<file path="config.mk">
export PLATFORM = sky130hd
export DESIGN_NAME = pipe_seq_ctrl
export DESIGN_NICKNAME = d
export VERILOG_FILES = /design/src/rtl/pipe_seq_ctrl.sv
export SDC_FILE = /design/constraint.sdc
export NUM_CORES = 1
export LEC_CHECK = 0
export BUFFER_PORTS_ARGS = -buffer_cell sky130_fd_sc_hd__buf_4
export CAP_MARGIN = 20
export CELL_PAD_IN_SITES_DETAIL_PLACEMENT = 0
export CELL_PAD_IN_SITES_GLOBAL_PLACEMENT = 1
export CORE_AREA = 4 4 85 87
export CTS_CLUSTER_DIAMETER = 50
export DETAILED_ROUTE_END_ITERATION = 8
export DIE_AREA = 0 0 89 91
export PLACE_DENSITY = 0.87
export SETUP_SLACK_MARGIN = 0.05
export SYNTH_ARGS = -nofsm -noshare
export SYNTH_HDL_FRONTEND = slang
export SYNTH_SLANG_ARGS = --single-unit
</file>
<file path="constraint.sdc">
create_clock -name ip_clock -period 4.1 [get_ports ip_clock]
set_clock_uncertainty 0.2 [all_clocks]
set_input_delay 0.205 -clock ip_clock [delete_from_list [all_inputs] [get_ports ip_clock]]
set_output_delay 0.205 -clock ip_clock [all_outputs]
set_load 0.02 [all_outputs]
</file>
<file path="src/rtl/pipe_seq_ctrl.sv">
// Pipeline sequencer for the 5-stage core.
// Merges hazard, branch, memory-busy and HALT into per-register
// enable/flush/bubble controls. Also runs the halt-drain FSM, a stall
// watchdog and saturating performance counters.
module pipe_seq_ctrl #(
  parameter int unsigned DRAIN_CYCLES = 3,
  parameter int unsigned MAX_STALL    = 16,
  parameter int unsigned CNT_W        = 16
) (
  input  logic             ip_clock,
  input  logic             ip_reset,
  input  logic             ip_stall_req,
  input  logic             ip_branch_taken,
  input  logic             ip_mem_busy,
  input  logic             ip_halt,
  output logic             op_PC_en,
  output logic             op_IFID_en,
  output logic             op_IFID_flush,
  output logic             op_IDEX_bubble,
  output logic             op_pipe_en,
  output logic             op_halted,
  output logic             op_deadlock,
  output logic [CNT_W-1:0] op_stall_cycles,
  output logic [CNT_W-1:0] op_flush_count
);

  localparam int unsigned DRN_W = (DRAIN_CYCLES > 1) ? $clog2(DRAIN_CYCLES) : 1;
  localparam int unsigned STL_W = 8;

  typedef enum logic [1:0] {
    S_RUN    = 2'd0,
    S_DRAIN  = 2'd1,
    S_HALTED = 2'd2
  } state_t;

  state_t             r_state;
  logic [DRN_W-1:0]   r_drain_cnt;
  logic [STL_W-1:0]   r_consec;
  logic               r_deadlock;
  logic [CNT_W-1:0]   r_stall_cycles;
  logic [CNT_W-1:0]   r_flush_count;

  // Per-cycle event decode, shared by the outputs and the state update
  logic w_flush_ev;
  logic w_halt_ev;
  logic w_stall_ev;
  logic w_run_ev;

  // Control outputs and event decode from current state and inputs
  always_comb begin
    op_PC_en       = 1'b0;
    op_IFID_en     = 1'b0;
    op_IFID_flush  = 1'b0;
    op_IDEX_bubble = 1'b0;
    op_pipe_en     = 1'b0;
    w_flush_ev     = 1'b0;
    w_halt_ev      = 1'b0;
    w_stall_ev     = 1'b0;
    w_run_ev       = 1'b0;
    if (ip_reset) begin
      op_IFID_flush  = 1'b1;
      op_IDEX_bubble = 1'b1;
    end else begin
      case (r_state)
        S_RUN: begin
          if (ip_mem_busy) begin
            // full freeze: everything already 0
          end else if (ip_branch_taken) begin
            op_PC_en       = 1'b1;
            op_IFID_en     = 1'b1;
            op_IFID_flush  = 1'b1;
            op_IDEX_bubble = 1'b1;
            op_pipe_en     = 1'b1;
            w_flush_ev     = 1'b1;
          end else if (ip_halt) begin
            op_IDEX_bubble = 1'b1;
            op_pipe_en     = 1'b1;
            w_halt_ev      = 1'b1;
          end else if (ip_stall_req) begin
            op_IDEX_bubble = 1'b1;
            op_pipe_en     = 1'b1;
            w_stall_ev     = 1'b1;
          end else begin
            op_PC_en   = 1'b1;
            op_IFID_en = 1'b1;
            op_pipe_en = 1'b1;
            w_run_ev   = 1'b1;
          end
        end
        S_DRAIN: begin
          op_IDEX_bubble = 1'b1;
          op_pipe_en     = !ip_mem_busy;
          // taken branch behind the HALT means the HALT was speculative
          if (!ip_mem_busy && ip_branch_taken) begin
            op_PC_en      = 1'b1;
            op_IFID_en    = 1'b1;
            op_IFID_flush = 1'b1;
            w_flush_ev    = 1'b1;
          end
        end
        default: begin
          // HALTED: everything held off
        end
      endcase
    end
  end

  // Status outputs; reset masks them immediately
  assign op_halted       = (r_state == S_HALTED) && !ip_reset;
  assign op_deadlock     = r_deadlock && !ip_reset;
  assign op_stall_cycles = ip_reset ? '0 : r_stall_cycles;
  assign op_flush_count  = ip_reset ? '0 : r_flush_count;

  // State, drain counter, watchdog and performance counters
  always_ff @(posedge ip_clock) begin
    if (ip_reset) begin
      r_state        <= S_RUN;
      r_drain_cnt    <= '0;
      r_consec       <= '0;
      r_deadlock     <= 1'b0;
      r_stall_cycles <= '0;
      r_flush_count  <= '0;
    end else begin
      if (w_flush_ev && (r_flush_count != '1))
        r_flush_count <= r_flush_count + CNT_W'(1);

      if (w_stall_ev) begin
        if (r_stall_cycles != '1)
          r_stall_cycles <= r_stall_cycles + CNT_W'(1);
        if (r_consec != '1)
          r_consec <= r_consec + STL_W'(1);
        if (r_consec == STL_W'(MAX_STALL - 1))
          r_deadlock <= 1'b1;
      end

      if (w_flush_ev || w_halt_ev || w_run_ev)
        r_consec <= '0;

      case (r_state)
        S_RUN: begin
          if (w_halt_ev) begin
            r_state     <= S_DRAIN;
            r_drain_cnt <= DRN_W'(DRAIN_CYCLES - 1);
          end
        end
        S_DRAIN: begin
          if (!ip_mem_busy) begin
            if (ip_branch_taken)
              r_state <= S_RUN;
            else if (r_drain_cnt == '0)
              r_state <= S_HALTED;
            else
              r_drain_cnt <= r_drain_cnt - DRN_W'(1);
          end
        end
        S_HALTED: r_state <= S_HALTED;
        default:  r_state <= S_RUN;
      endcase
    end
  end

endmodule

</file>
**Word level (Yosys, flattened, before mapping)**

Index checks and enable logic that the tools add are counted.

- Add/subtract/negate cells: 4
- Equality and inequality tests: 11
- Multiplexer cells: 47
- Reductions and logical operators: 17

Operators by type and width:

| kind | number |
|---|---|
| $add A16 B1 Y16 const B | 2 |
| $mux W16 | 2 |
| $ne A16 B16 Y1 const B | 2 |
| $mux W1 | 31 |
| $mux W2 | 8 |
| $add A8 B1 Y8 const B | 1 |
| $eq A8 B4 Y1 const B | 1 |
| $ne A2 B2 Y1 const B | 4 |
| $ne A8 B8 Y1 const B | 1 |
| $pmux W1 S2 | 4 |
| $pmux W2 S3 | 1 |
| $reduce_and A2 Y1 | 3 |
| $reduce_and A5 Y1 | 1 |
| $logic_and A1 B1 Y1 | 4 |
| $logic_not A2 Y1 | 2 |
| $pmux W2 S2 | 1 |
| $ne A3 B3 Y1 const B | 1 |
| $reduce_and A3 Y1 | 1 |
| $eq A2 B1 Y1 const B | 1 |
| $eq A2 B2 Y1 const B | 1 |
| $logic_not A1 Y1 | 2 |
| $logic_or A1 B1 Y1 | 2 |
| $reduce_bool A2 Y1 | 1 |
| $reduce_or A2 Y1 | 1 |
| $sub A2 B1 Y2 const B | 1 |

- Bits in registers: 45
- Output and inout bits: 39
- Logic and storage cells: 85

**Longest topological paths before layout**

- Word-level depth: 8
- Mapped depth: 6
- Mapped depth without buffers: 6

**Least setup slack after synthesis**

Ideal clock, no wire load.

- Path kind: reg2reg
- From: register r_stall_cycles[0]
- To: register r_stall_cycles[11]
- Setup time: 0.123 ns
- Arrival: 1.901 ns
- Required time: 3.777 ns
- Setup slack: 1.875 ns
- Cell stages (with the launch flop): 6
- Path buffers: 0
- Cells stage by stage: dfxtp_1 > ha_1 > nand4_1 > nor4_1 > nor3_1 > mux2_1

- Cells in the longest elaborated chain, start to end: 2
- Elaborated cells between the ends (all ways): 3
- Those cells by class: add/sub: 1; eq/ne: 1; reduce/logical: 1

RTL lines:

| element | line | text |
|---|---|---|
| start, declared | 40 | `logic [CNT_W-1:0] r_stall_cycles;` |
| start signal, assigned | 129 | `r_stall_cycles <= r_stall_cycles + CNT_W'(1);` |
| branches (longest 2 deep; another with $add A16 B1 Y16) | - |  |

Several ways; the timed one is not identified.
A chain may end at the register's enable or synchronous reset.

**Final worst setup path**

- From: register r_state[0]
- To: register r_stall_cycles[11]

- Cells in the longest elaborated chain, start to end: 4

RTL lines:

| element | line | text |
|---|---|---|
| start, declared | 36 | `state_t r_state;` |
| start signal, assigned | 117 | `r_state <= S_RUN;` |
| start signal, assigned | 142 | `r_state <= S_DRAIN;` |
| start signal, assigned | 149 | `r_state <= S_RUN;` |
| $logic_not A2 Y1 | 64 | `case (r_state)` |
| $mux W1 | 64 |  |
| $mux W1 | 60 | `if (ip_reset) begin` |
| $reduce_and A2 Y1 (no line) | - |  |

No other way between the ends.

==> summary.txt <==
Floorplanning
  • Core Footprint: about 0.0063 mm2
  • FP Rows: 29
  • Die ar.: ~0.0081 mm2
  • Die width: a little under 90 um
  • Initial core utilization: between 30% and 40%
  • Io pins: 45
  • Die height: 91 um

Synth
  • Synth Flop Type: dfxtp_1
  • Syn nets: around 320
  • Post-synth ARST share: 0%
  • Post-Synth XOR/XNOR Area: less than 1%
  • Post-Syn Area: roughly 0.0025 mm2
  • Cells after synthesis: between 300 and 400
  • Syn_area_per_cell: roughly 8.2 um2
  • Synthesized flop and latch total: 45
  • Largest family of logic cells by synthesized area: simple AND/OR/NAND/NOR gates
  • Post-synth EDFFs: 0
  • Synth Area in Simple Gates: between 30% and 40%
  • Number of library cell types mapped by synthesis: between 40 and 50
  • Seq/Total Area, Yosys: 35.6%
  • Proportion of synthesized area in mux cells: a little over a tenth
  • Yosys warnings: 0
  • Compound-gate portion of the synthesized area: around an eighth
  • Adder-cell share of the synthesized area: roughly 2.0%

Clock tree
  • Cts repair resizes: 0
  • Worst-path clk slew: 0.09 ns
  • Max Root-Sink Buffers: 2
  • Post-CTS Setup Inserts: 0
  • CTS hold repair buffers: 0
  • Clock sink count: 45
  • CTS tree: yes
  • Root cell of the clock tree: clkbuf_8
  • Worst skew pair latency: about 0.29 ns
  • Total CTS buffers: 5
  • CTS H-tree lvls: 2

Timing
  • Number of setup violations in the final report: 0
  • Final worst setup slack: 1.66 ns
  • Maximum clock rate: 0.410 GHz
  • Worst-margin pin slew: between 0.6 and 0.7 ns
  • Pins Over Slew Limit: 0
  • Final Hold Vio Count: 0
  • Period minus WS final: between 2 and 2.5 ns
  • Final Cycle Share: roughly three fifths
  • Max_slew headroom: about 55%
  • Setup_tns: 0 ns
  • RSZ-0062 raised after global routing: false

Critical path
  • CP Cell Sequence: or4b_4, or4_4, nor3_1, mux2_1
  • FF-to-FF Start: r_state[0]
  • CP endpoint kind: flop
  • R2R Setup Slk: approximately 1.7 ns
  • Crit Path Class: reg -> reg
  • Startpoint Class: flop
  • Critical path's slowest cell: or4b_4
  • Crit Path Max Fanout: 11
  • CP max stage delay: 0.61 ns
  • Worst endpoint required time: ~4.1 ns
  • CP Data Arrival Time: around 2.4 ns
  • Worst R2R End: r_stall_cycles[11]
  • Worst setup startpoint: r_state[0]
  • Crit path to: r_stall_cycles[11]
  • Worst-case reg-to-reg path depth: 4

Drt
  • Wire per inst: between 10 and 15 um
  • Final WL: around 6 mm
  • Vias per cell: ~5.5
  • 1st-iter DRT viols: 185
  • DR pass1 iterations: 4
  • Drt drc: 0
  • Post-route ant nets: 0
  • Via count: between 2000 and 2500

Cells and area
  • Final non-filler cell area: around 0.003 mm2
  • Nets: around 360
  • Share of cells above drive strength 1: roughly 23%
  • Utilization after layout: a little under half
  • Number of diodes: 0
  • Syn-to-layout area delta: 19.8%

Placement
  • GPL Wtd Cong: slightly below 0.8
  • Port bufs: between 40 and 50
  • DP HPWL: 4.34 mm
  • Cell Area, Placed: roughly 0.003 mm2
  • DP Worst Slack: around 1.5 ns

GRT
  • GRT Overall Usage: approximately 15%
  • Number of global-route vias before repair: around 2100
  • Total grt overflow: 0
  • Global-route wire length before repair: ~9.9 mm
  • Initial antenna violation count: 0
  • Pin count of the biggest net entering global routing: 69

Power
  • Pleak: ~1.1 nW
  • Worst vdd ir: around 0.16 mV
  • Pwr dens: 278 mW/mm2

Min path
  • HP Start: ip_mem_busy
  • Worst min path class: in -> reg

Run
  • Max Cap Viol: 0

Outcome
  • Status: finished, final reports clean
-- cell families (layout without fill, tap and decap cells) --
family / after synthesis / after routing
compound gates: 49 / 49
fa+ha+maj: 4 / 4
simple gates: 157 / 157
xor+xnor: 2 / 2
flops: 45 / 45
buf+inv: 27 / 68
mux: 24 / 24
-- sequential cells by signal, indices dropped and copies added, names as in the netlist --
signal	count
r_deadlock	1
r_consec	8
r_stall_cycles	16
r_state	2
r_drain_cnt	2
r_flush_count	16
-- cell usage in the layout (no fill, tap or decap), types with 3 or more instances in the layout --
cell type | Yosys | final
buf_4 | 1 | 45
o211ai_1 | 5 | 5
a21oi_1 | 15 | 15
or3_1 | 10 | 10
dfxtp_1 | 45 | 45
nand4_1 | 11 | 11
ha_1 | 4 | 4
clkbuf_8 | 0 | 6
o21bai_1 | 3 | 3
nand2_1 | 14 | 14
a211oi_1 | 3 | 3
inv_1 | 15 | 15
and3_1 | 4 | 4
nor4_1 | 10 | 10
nand3_1 | 15 | 15
or4_1 | 3 | 3
mux2_2 | 21 | 21
o21ai_0 | 11 | 11
nor2_1 | 35 | 35
and4_1 | 4 | 4
nor2b_1 | 27 | 27
nor3_1 | 10 | 10
-- metrics by stage --
step | total power, W | hold WS, ns | instances
floorplan | 0.000488 | 0.229 | 308
global placement | 0.000505 | 0.241 | 418
detailed placement | 0.000506 | 0.247 | 418
CTS | 0.000856 | 0.0803 | 426
global route | 0.000875 | 0.152 | 426
finish | 0.000844 | 0.0895 | 426
-- final cells by class --
type / count / area [um2]
Timing Repair Buffer: 45 / 338
Inverter: 15 / 56.3
Sequential cell: 45 / 901
Fill cell: 638 / 3320
Clock buffer: 7 / 86.3
Tap cell: 77 / 96.3
Clock inverter: 1 / 30.0
Multi-Input combinational cell: 236 / 1530
-- how the worst min path moves through the flow --
| stage | slack, ns | endpoint | cells past startpoint |
|---|---|---|---|
| floorplan | 0.23 | r_state[0] | 3 |
| global placement | 0.24 | r_drain_cnt[1] | 2 |
| detailed placement | 0.25 | r_drain_cnt[1] | 2 |
| CTS | 0.08 | r_state[0] | 4 |
| global route | 0.15 | r_state[0] | 4 |
| finish | 0.09 | r_state[0] | 4 |
-- critical path, delay by kind of cell (launching register included) --
family	cells	cell delay, ns
DFF	1	0.43
and+or+nand+nor	3	1.37
muxes	1	0.34
-- cell usage after synthesis, drive strengths merged, types with 5 or more instances --
| library cell | number | share of area [%] |
|---|---|---|
| inv | 15 | 2.2 |
| nor2b | 27 | 6.7 |
| nand3 | 15 | 3.0 |
| o21ai | 11 | 2.2 |
| nor4 | 10 | 2.5 |
| nand2 | 14 | 2.1 |
| nor3 | 10 | 2.0 |
| o211ai | 5 | 1.5 |
| dfxtp | 45 | 36 |
| a21oi | 15 | 3.0 |
| mux2 | 22 | 9.8 |
| nor2 | 35 | 5.2 |
| clkbuf | 9 | 1.3 |
| nand4 | 11 | 2.7 |
| or3 | 10 | 2.5 |
-- power breakdown --
| part | internal [W] | switching (W) | leakage, nW |
|---|---|---|---|
| Clock | 0.000199 | 0.000149 | 0.0585 |
| Combinational | 0.0000200 | 0.0000333 | 0.707 |
| Sequential | 0.000439 | 0.00000320 | 0.363 |
| Total | 0.000658 | 0.000186 | 1.13 |
-- layer usage --
layer | up-vias | GRT usage [%] | share of wire (%)
li1 | 1214 | - | -
met1 | 1090 | 22.4 | 49
met2 | 48 | 21.7 | 44
met3 | 4 | 2.81 | 5.3
met4 | 0 | 3.85 | 1.0
met5 | - | 0 | 0
No activity file was read; power rests on OpenSTA's default activity.
